$ cat config.mk
export PLATFORM = sky130hd
export DESIGN_NAME = apb_master_bridge
export DESIGN_NICKNAME = d
export VERILOG_FILES = /design/src/rtl/apb_master_bridge.sv
export SDC_FILE = /design/constraint.sdc
export NUM_CORES = 1
export LEC_CHECK = 0
export ABC_CLOCK_PERIOD_IN_PS = 3660
export BUFFER_PORTS_ARGS = -buffer_cell sky130_fd_sc_hd__buf_2
export CAP_MARGIN = 40
export CORE_MARGIN = 10
export CORE_UTILIZATION = 48
export DETAILED_ROUTE_END_ITERATION = 10
export GPL_TIMING_DRIVEN = 0
export MAX_ROUTING_LAYER = met4
export PLACE_DENSITY_LB_ADDON = 0.2
export SLEW_MARGIN = 15
export SYNTH_ARGS = -nofsm -noshare
export SYNTH_HDL_FRONTEND = slang
export SYNTH_SLANG_ARGS = --single-unit
$ cat constraint.sdc
create_clock -name PCLK -period 3.66 [get_ports PCLK]
set_clock_uncertainty 0.15 [all_clocks]
set_input_delay 0.732 -clock PCLK [delete_from_list [all_inputs] [get_ports PCLK]]
set_output_delay 0.732 -clock PCLK [all_outputs]
set_load 0.02 [all_outputs]
$ cat src/rtl/apb_master_bridge.sv
// APB master bridge: one requester, two APB slaves selected by the request address MSB.
// Define APB_TIMEOUT_EN to bound the ACCESS-phase wait to TIMEOUT_CYCLES cycles.
module apb_master_bridge #(
    parameter int ADDR_WIDTH     = 8,
    parameter int DATA_WIDTH     = 8,
    parameter int TIMEOUT_CYCLES = 16
) (
    input  logic                  PCLK,
    input  logic                  PRESETn,
    input  logic                  transfer,
    input  logic                  READ_WRITE,
    input  logic [ADDR_WIDTH:0]   apb_write_paddr,
    input  logic [ADDR_WIDTH:0]   apb_read_paddr,
    input  logic [DATA_WIDTH-1:0] apb_write_data,
    output logic [DATA_WIDTH-1:0] apb_read_data_out,
    output logic                  PSLVERR,
    output logic                  PSEL1,
    output logic                  PSEL2,
    output logic                  PENABLE,
    output logic [ADDR_WIDTH-1:0] PADDR,
    output logic                  PWRITE,
    output logic [DATA_WIDTH-1:0] PWDATA,
    input  logic [DATA_WIDTH-1:0] PRDATA,
    input  logic                  PREADY,
    input  logic                  S_PSLVERR
);

    typedef enum logic [1:0] {IDLE, SETUP, ACCESS} state_t;

    typedef struct packed {
        logic                  rw;
        logic [ADDR_WIDTH:0]   addr;
        logic [DATA_WIDTH-1:0] wdata;
    } req_t;

    // The bus register set doubles as the latched request for the transfer in flight.
    typedef struct packed {
        logic                  psel1;
        logic                  psel2;
        logic                  penable;
        logic [ADDR_WIDTH-1:0] paddr;
        logic                  pwrite;
        logic [DATA_WIDTH-1:0] pwdata;
    } bus_t;

    state_t                state, state_d;
    bus_t                  bus_q, bus_d;
    logic [DATA_WIDTH-1:0] rdata_q, rdata_d;
    logic                  err_q, err_d;
    req_t                  req_in;
    logic                  accept;
    logic                  timed_out;

    always_comb begin
        req_in.rw    = READ_WRITE;
        req_in.addr  = READ_WRITE ? apb_write_paddr : apb_read_paddr;
        req_in.wdata = apb_write_data;
    end

`ifdef APB_TIMEOUT_EN
    localparam int CNT_W = (TIMEOUT_CYCLES > 1) ? $clog2(TIMEOUT_CYCLES) : 1;
    localparam logic [CNT_W-1:0] CNT_LAST = CNT_W'(TIMEOUT_CYCLES - 1);

    logic [CNT_W-1:0] wait_cnt, wait_cnt_d;

    // A PREADY arriving on the final wait cycle wins over the local timeout.
    assign timed_out = (state == ACCESS) && !PREADY && (wait_cnt == CNT_LAST);

    always_comb begin
        wait_cnt_d = wait_cnt;
        if (state == SETUP)
            wait_cnt_d = '0;
        else if (state == ACCESS && !PREADY)
            wait_cnt_d = wait_cnt + 1'b1;
    end

    always_ff @(posedge PCLK or negedge PRESETn) begin
        if (!PRESETn) wait_cnt <= '0;
        else          wait_cnt <= wait_cnt_d;
    end
`else
    logic unused_timeout_cfg;
    assign unused_timeout_cfg = ^TIMEOUT_CYCLES;
    assign timed_out          = 1'b0;
`endif

    always_comb begin
        state_d = state;
        bus_d   = bus_q;
        rdata_d = rdata_q;
        err_d   = err_q;
        accept  = 1'b0;
        case (state)
            IDLE: begin
                if (transfer) accept = 1'b1;
            end
            SETUP: begin
                state_d       = ACCESS;
                bus_d.penable = 1'b1;
            end
            ACCESS: begin
                if (PREADY || timed_out) begin
                    err_d = PREADY ? S_PSLVERR : 1'b1;
                    if (PREADY && !bus_q.pwrite) rdata_d = PRDATA;
                    if (transfer) begin
                        accept = 1'b1;
                    end else begin
                        state_d       = IDLE;
                        bus_d.psel1   = 1'b0;
                        bus_d.psel2   = 1'b0;
                        bus_d.penable = 1'b0;
                    end
                end
            end
            default: state_d = IDLE;
        endcase

        if (accept) begin
            state_d       = SETUP;
            bus_d.psel1   = !req_in.addr[ADDR_WIDTH];
            bus_d.psel2   = req_in.addr[ADDR_WIDTH];
            bus_d.penable = 1'b0;
            bus_d.paddr   = req_in.addr[ADDR_WIDTH-1:0];
            bus_d.pwrite  = req_in.rw;
            bus_d.pwdata  = req_in.rw ? req_in.wdata : '0;
        end
    end

    always_ff @(posedge PCLK or negedge PRESETn) begin
        if (!PRESETn) begin
            state   <= IDLE;
            bus_q   <= '0;
            rdata_q <= '0;
            err_q   <= 1'b0;
        end else begin
            state   <= state_d;
            bus_q   <= bus_d;
            rdata_q <= rdata_d;
            err_q   <= err_d;
        end
    end

    assign PSEL1             = bus_q.psel1;
    assign PSEL2             = bus_q.psel2;
    assign PENABLE           = bus_q.penable;
    assign PADDR             = bus_q.paddr;
    assign PWRITE            = bus_q.pwrite;
    assign PWDATA            = bus_q.pwdata;
    assign apb_read_data_out = rdata_q;
    assign PSLVERR           = err_q;

endmodule
Word-level counts from Yosys, hierarchy flattened

Cells that the tools add are included.

Word-level logic and storage cells: 41
Bits of input ports: 40
Bits in registers: 31
Output and inout port bits: 29

Equality and inequality tests: 6
Multiplexer cells: 14
Reduce and logical (&&, ||, !) cells: 12

Operators by type and width:

| kind                                                                  | number |
|---|---|
| 20-bit two-way mux                                                    | 1 |
| 3-bit AND reduction                                                   | 4 |
| 9-bit two-way mux                                                     | 1 |
| 2-bit two-way mux                                                     | 4 |
| 8-bit two-way mux                                                     | 1 |
| 3-bit two-way mux                                                     | 2 |
| 3-bit != test, second input constant                                  | 2 |
| 2-bit case mux with 3 select lines                                    | 1 |
| 1-bit case mux with 2 select lines                                    | 2 |
| 2-bit nonzero test                                                    | 2 |
| 3-bit nonzero test                                                    | 1 |
| 2-bit by 1-bit equality test with 1-bit output, second input constant | 1 |
| 2-bit equality test, second input constant                            | 1 |
| 1-bit zero test                                                       | 2 |
| 2-bit zero test                                                       | 1 |
| 1-bit two-way mux                                                     | 2 |
| 2-bit by 1-bit != test with 1-bit output, second input constant       | 1 |
| 2-bit != test, second input constant                                  | 1 |
| 2-bit AND reduction                                                   | 1 |
| 1-bit logical AND                                                     | 1 |

Logic depth before layout (Yosys ltp)

Gate-level depths: netlist of the first run.

Word-level depth: 5
Mapped depth: 5
Gate-level depth less buffers: 3

Worst setup path after synthesis of the first run

Ideal clock, no wire load.

Path kind: input to register
Start: input PREADY
End: register bus_q (netlist bit PADDR[0])
Path buffers: 1
Arrival: 1493 ps
Data required time: 3385 ps
Stages on the path: 4
Library setup time: 125 ps
Path slack: 1892 ps
Path through: nand2b_1 -> and3b_1 -> buf_6 -> mux2_4

Longest elaborated chain between the ends: 2

Ends and longest elaborated chain:

| what                               | RTL line | text |
|---|---|---|
| start: declaration                 | 24       | `input logic PREADY,` |
| 1-bit two-way mux                  | 102      | `if (PREADY \|\| timed_out) begin` |
| 1-bit case mux with 2 select lines | 93       | `case (state)` |
| end signal: assignment             | 137      | `bus_q <= bus_d;` |
| end: declaration                   | 47       | `bus_t bus_q, bus_d;` |

Every way passes these cells.
A chain may end at the register's enable or synchronous reset.

Worst setup path in the final report of the first run

Start: register bus_q (netlist bit PWRITE)
End: output PWRITE

RTL lines:

| what             | RTL line | text |
|---|---|---|
| end: declaration | 21       | `output logic PWRITE,` |

No word-level cell between the ends.

==> impl_metrics.toml, run 1 <==
[status]
outcome = "complete, no violations"

[cells_and_area]
fill_cells = 226
syn2layout_area_growth_pct = 32.1
mostFrequentLayoutCells = "buf_2 (69), dfrtp_1 (31), mux2_2 (17)"
stdcell_count = 207
drive_gt1_frac = 0.597
final_common_cell = "buf_2"
nets = 215
multi_input_area_um2 = 543
diodes = 0
seqCellArea_um2 = 776

[clock_network]
clkSinkCount = 31
cts_buffer_depth = 2
ctsHoldBuffers = 0
post-cts-setup-buffer-count = 0
cts_inserted_buffers = 5
cts_max_level = 2
clk_pin_slew_ps = 100
cts_tree = "done"
cts-root-buf = "clkbuf_4"
clk_latency_ps = 320
cts_resized = 0

[floorplanning]
die_x_um = 73.6
start_util = 0.501
die_area_um2 = 5420
die_h_um = 73.6
ioPinCount = 69
design.core.area_um2 = 2760
std_cell_rows = 19

[global_routing]
grt_pass1_vias = 1142
use_met2 = 0.213
antenna_found_initial = 0
grt_overflow_total = 0
grtUsageMet1 = 0.124
grt_pass1_wl_mm = 5.31
grt_util_all_layers = 0.130
gr-usage-met3 = 0.0781
grt-busiest-layer = "met2"
grt_start_max_net_pins = 32

[power_and_ir_drop]
p_leak_nw = 0.967
power.density_nw_per_um2 = 678
vdd_drop_max_v = 0.000558

[placement]
port_buffers = 67
numPlacedInstances = 199
place_hpwl_mm = 2.67
gp_congestion = 0.699

[job]
maxCapViolations = 0

[drt]
drtIter0Drc = 35
drc = 0
routedWlPerCell_um = 16.0
drt_wl_total_mm = 3.31
vias = 1025
firstDrtPassIters = 3
drtAntennaViolNets = 0
routed_via_density = 4.95

[yosys]
synth_top_cell_by_area = "dfrtp_1"
syn_inst = 101
synth_nets = 141
postSynthAreaPerCell_um2 = 13.7
ys.warnings.count = 0
seq_area_frac_synth = 0.562
syn-cell-area_um2 = 1380
synthTopCellsByArea = "dfrtp_1 (56%), mux2_2 (14%), mux2_4 (9.8%), mux2i_1 (8.0%), nand2_1 (2.7%)"
ys_ff_latch = 31
synth_top_area_frac = 0.562
yosysUniqueCellTypes = 16

[timing]
hold_viol = 0
fin_crit_ps = 1830
grt_setup_unrepaired = "false"
fin_tns_setup_ps = 0
slew_viol_final = 0
fin_crit_sh = 0.500
worst_pin_slew_ps = 671
setup_viol = 0
fmax_mhz = 546
slew-limit-headroom = 0.552

[critical_path]
critical_path.max_stage_delay_ps = 420
crit_chain = "buf_2"
crit_family = "flip-flops"
startpoint_type = "flop"
critPathBufInv = 1
cp.required_ps = 2780
endpoint_kind = "primary output"
cp_data_arrival_time_ps = 950
worstSetupPathType = "flop to primary output"
cpMaxStageDelayCell = "dfrtp_1"
cp_max_fo = 3

[min_path]
hold_class = "primary input to asynchronous set/reset pin"
[registers in the layout, summed over array words and instances, names as in the netlist]
name,cells
PSEL2,1
apb_read_data_out,8
PWRITE,1
PENABLE,1
state,2
PSLVERR,1
PWDATA,8
PSEL1,1
PADDR,8
[power by group]
group | total (mW) | switching, mW | internal (mW) | leakage [nW]
sequential | 0.522 | 0.0628 | 0.459 | 0.379
clock | 0.226 | 0.113 | 0.113 | 0.0386
combinational | 0.489 | 0.274 | 0.215 | 0.549
[Yosys cell counts]
| master | count |
|---|---|
| dfrtp_1 | 31 |
| mux2_2 | 17 |
| mux2i_1 | 11 |
| nand2_1 | 10 |
| inv_1 | 9 |
| mux2_4 | 9 |
| a21oi_1 | 2 |
| buf_2 | 2 |
| nand2b_1 | 2 |
| o21ai_0 | 2 |
| and3b_1 | 1 |
| buf_4 | 1 |
| buf_6 | 1 |
| nand3b_1 | 1 |
| nand4b_1 | 1 |
| nor2_4 | 1 |
[kinds of logic (layout without fill, tap and decap cells)]
group | after synthesis | count (layout) | share of synthesized area
flops | 31 | 31 | 0.562
simple gates | 16 | 16 | 0.0625
compound gates | 4 | 4 | 0.0145
mux | 37 | 37 | 0.316
buf+inv | 13 | 88 | 0.0453
[routing by layer]
layer | vias to the layer above | share of wire
met5 | - | 0
met2 | 43 | 0.51
met4 | 0 | 0.010
met1 | 488 | 0.35
met3 | 5 | 0.13
li1 | 489 | -
[metrics by stage]
stage                     setup WS [ps]  instance area, um^2  hold WS, ps  power, mW  utilization
after global placement             1710                 1760          334       1.01        0.637
after detailed placement           1690                 1760          341       1.03        0.637
final                              1830                 1820          275       1.24        0.662
after CTS                          1810                 1820          286       1.26        0.662
after floorplan                    1890                 1380          286      0.842            -
after global routing               1770                 1820          299       1.32        0.662
[area by class of cell]
class	count	area share
Inverter	9	0.0185
Tap cell	31	0.0213
Multi-Input combinational cell	57	0.298
Clock buffer	8	0.0377
Buffer	4	0.0158
Sequential cell	31	0.425
Timing Repair Buffer	67	0.184
[final timing paths]
path / cells past startpoint / slack [ps] / endpoint / start
worst max-delay path: 1 / 1830 / PWRITE / PWRITE
worst min-delay path: 1 / 270 / PSLVERR / PRESETn
worst max register to register: 3 / 2020 / apb_read_data_out[5] / state[0]
worst min register to register: 1 / 350 / apb_read_data_out[6] / apb_read_data_out[6]
max in group asynchronous: 1 / 2650 / state[0] / PRESETn
min in group PCLK: 1 / 350 / apb_read_data_out[6] / apb_read_data_out[6]
Power figures use the tool's default switching activity.
==> run 2: changes to the inputs <==
Settings changed: ABC_CLOCK_PERIOD_IN_PS 3660 to 1500, CORE_UTILIZATION 48 to 40.
Clock period 3.66 ns to 1.5 ns, I/O delays scaled along.
==> run 2 against run 1 <==
Clock power grew 100%; critical path depth up 3; hold slack worse by 220 ps; the flow now finishes with violations (negative setup slack); count of clock-buffer cells in the layout fell by 3.
==> impl_metrics.toml, run 2 (synthesized netlist as in run 1, its figures left out) <==
[global_routing]
antenna_found_initial = 0
grt_util_all_layers = 0.115
grt_overflow_total = 0
grt_pass1_wl_mm = 5.62
grt_pass1_vias = 1206
grt_start_max_net_pins = 32

[drt]
routedWlPerCell_um = 15.6
drc = 0
drt_wl_total_mm = 3.59
firstDrtPassIters = 4
drtIter0Drc = 38
vias = 1047
routed_via_density = 4.55
drtAntennaViolNets = 0

[critical_path]
cp_max_fo = 8
cp.required_ps = 1560
endpoint_kind = "flop"
startpoint_type = "flop"
cp_data_arrival_time_ps = 1590
worstSetupPathType = "flop to flop"

[floorplanning]
start_util = 0.414
die_h_um = 78.8
design.core.area_um2 = 3340
std_cell_rows = 21
die_x_um = 78.8
die_area_um2 = 6200
ioPinCount = 69

[timing]
hold_viol = 0
grt_setup_unrepaired = "true"
slew_viol_final = 0
slew-limit-headroom = 0.545
hold_slack_ps = 52.8
fin_crit_ps = 1530
finalWorstSetupSlack_ps = -26.3
worst_pin_slew_ps = 683
setup_viol = 8
fin_crit_sh = 1.02
fmax_mhz = 655

[power_and_ir_drop]
power.density_nw_per_um2 = 1580
power_mw = 3.08
vdd_drop_max_v = 0.000731
p_leak_nw = 1.03

[cells_and_area]
fin_util = 0.582
seqCellArea_um2 = 777
diodes = 0
fill_cells = 313
drive_gt1_frac = 0.625
final_common_cell = "buf_2"
nets = 223
mostFrequentLayoutCells = "buf_2 (69), dfrtp_1 (30), mux2_4 (18)"
syn2layout_area_growth_pct = 40.6
multi_input_area_um2 = 578
stdcell_area_um2 = 1940

[status]
outcome = "complete, but fails checks"
violations = "negative setup slack"

[clock_network]
cts_tree = "done"
clk_pin_slew_ps = 100
clkSinkCount = 31
cts_buffer_depth = 2
clk_latency_ps = 320
cts-root-buf = "clkbuf_4"
cts_max_level = 2
cts_inserted_buffers = 5

[placement]
place_hpwl_mm = 2.66
place_ws_ps = -180
place_area_um2 = 1770
gp_congestion = 0.717
port_buffers = 67

[min_path]
hold_class = "primary input to flop"

[job]
maxCapViolations = 0
==> run 2: changes by cell type in the layout (fill, tap and decap cells not counted), sizes merged <==
cell,previous run,this run
buf,71,78
clkbuf,8,5
clkinv,0,3
dlygate4sd3,0,1
==> run 2: final cells by class <==
class	count	area share
multi-input combinational	57	0.298
timing repair buffer	75	0.213
sequential	31	0.400
tap	46	0.0296
clock inverter	3	0.00773
inverter	9	0.0174
clock buffer	5	0.0193
buffer	4	0.0148
==> run 2: worst max-delay path, stage by stage (launching register included) <==
cell	delay [ps]
dfrtp_2	440
nand3b_1	240
nor2_4	150
buf_12	150
mux2_4	300
==> run 2: worst paths after layout <==
| path | start | cells past startpoint | end | slack (ps) |
|---|---|---|---|---|
| hold / removal | PRDATA[7] | 2 | apb_read_data_out[7] | 50 |
| min in group asynchronous | PRESETn | 2 | PSEL2 | 390 |
| max in group asynchronous | PRESETn | 2 | state[0] | 330 |
| setup reg to reg | state[0] | 4 | apb_read_data_out[5] | -30 |
| setup / recovery | state[0] | 4 | apb_read_data_out[5] | -30 |
| hold reg to reg | state[1] | 1 | PENABLE | 360 |
==> run 2: per-layer routing <==
metal	share of wire	track usage	wire, um	vias up
li1	-	-	-	503
met1	0.40	0.121	1440	500
met2	0.50	0.193	1790	39
met3	0.090	0.0473	323	5
met4	0.011	0.0376	40	0
met5	0	-	0	-
==> run 2: report_power, final <==
| part | switching, mW | internal (mW) | total (mW) |
|---|---|---|---|
| Clock | 0.281 | 0.174 | 0.456 |
| Sequential | 0.163 | 1.12 | 1.28 |
| Combinational | 0.695 | 0.641 | 1.34 |
| Total | 1.14 | 1.94 | 3.08 |
==> run 2: through the flow <==
stage	cells	setup TNS, ps
6_report	230	-182
5_1_grt	230	-387
4_1_cts	229	-563
3_5_place_dp	214	-1470
3_3_place_gp	214	-1040
2_1_floorplan	101	0
==> run 2: what timing repair did <==
action | CTS | global route
endpoints found under the setup margin | 17 | 26
gates resized for setup | 11 | 2
buffers inserted | 5 | 2
pin swaps | 1 | 2
hold buffers | 1 | 0
gates cloned | 1 | 0
hold endpoints to repair | 31 | 0
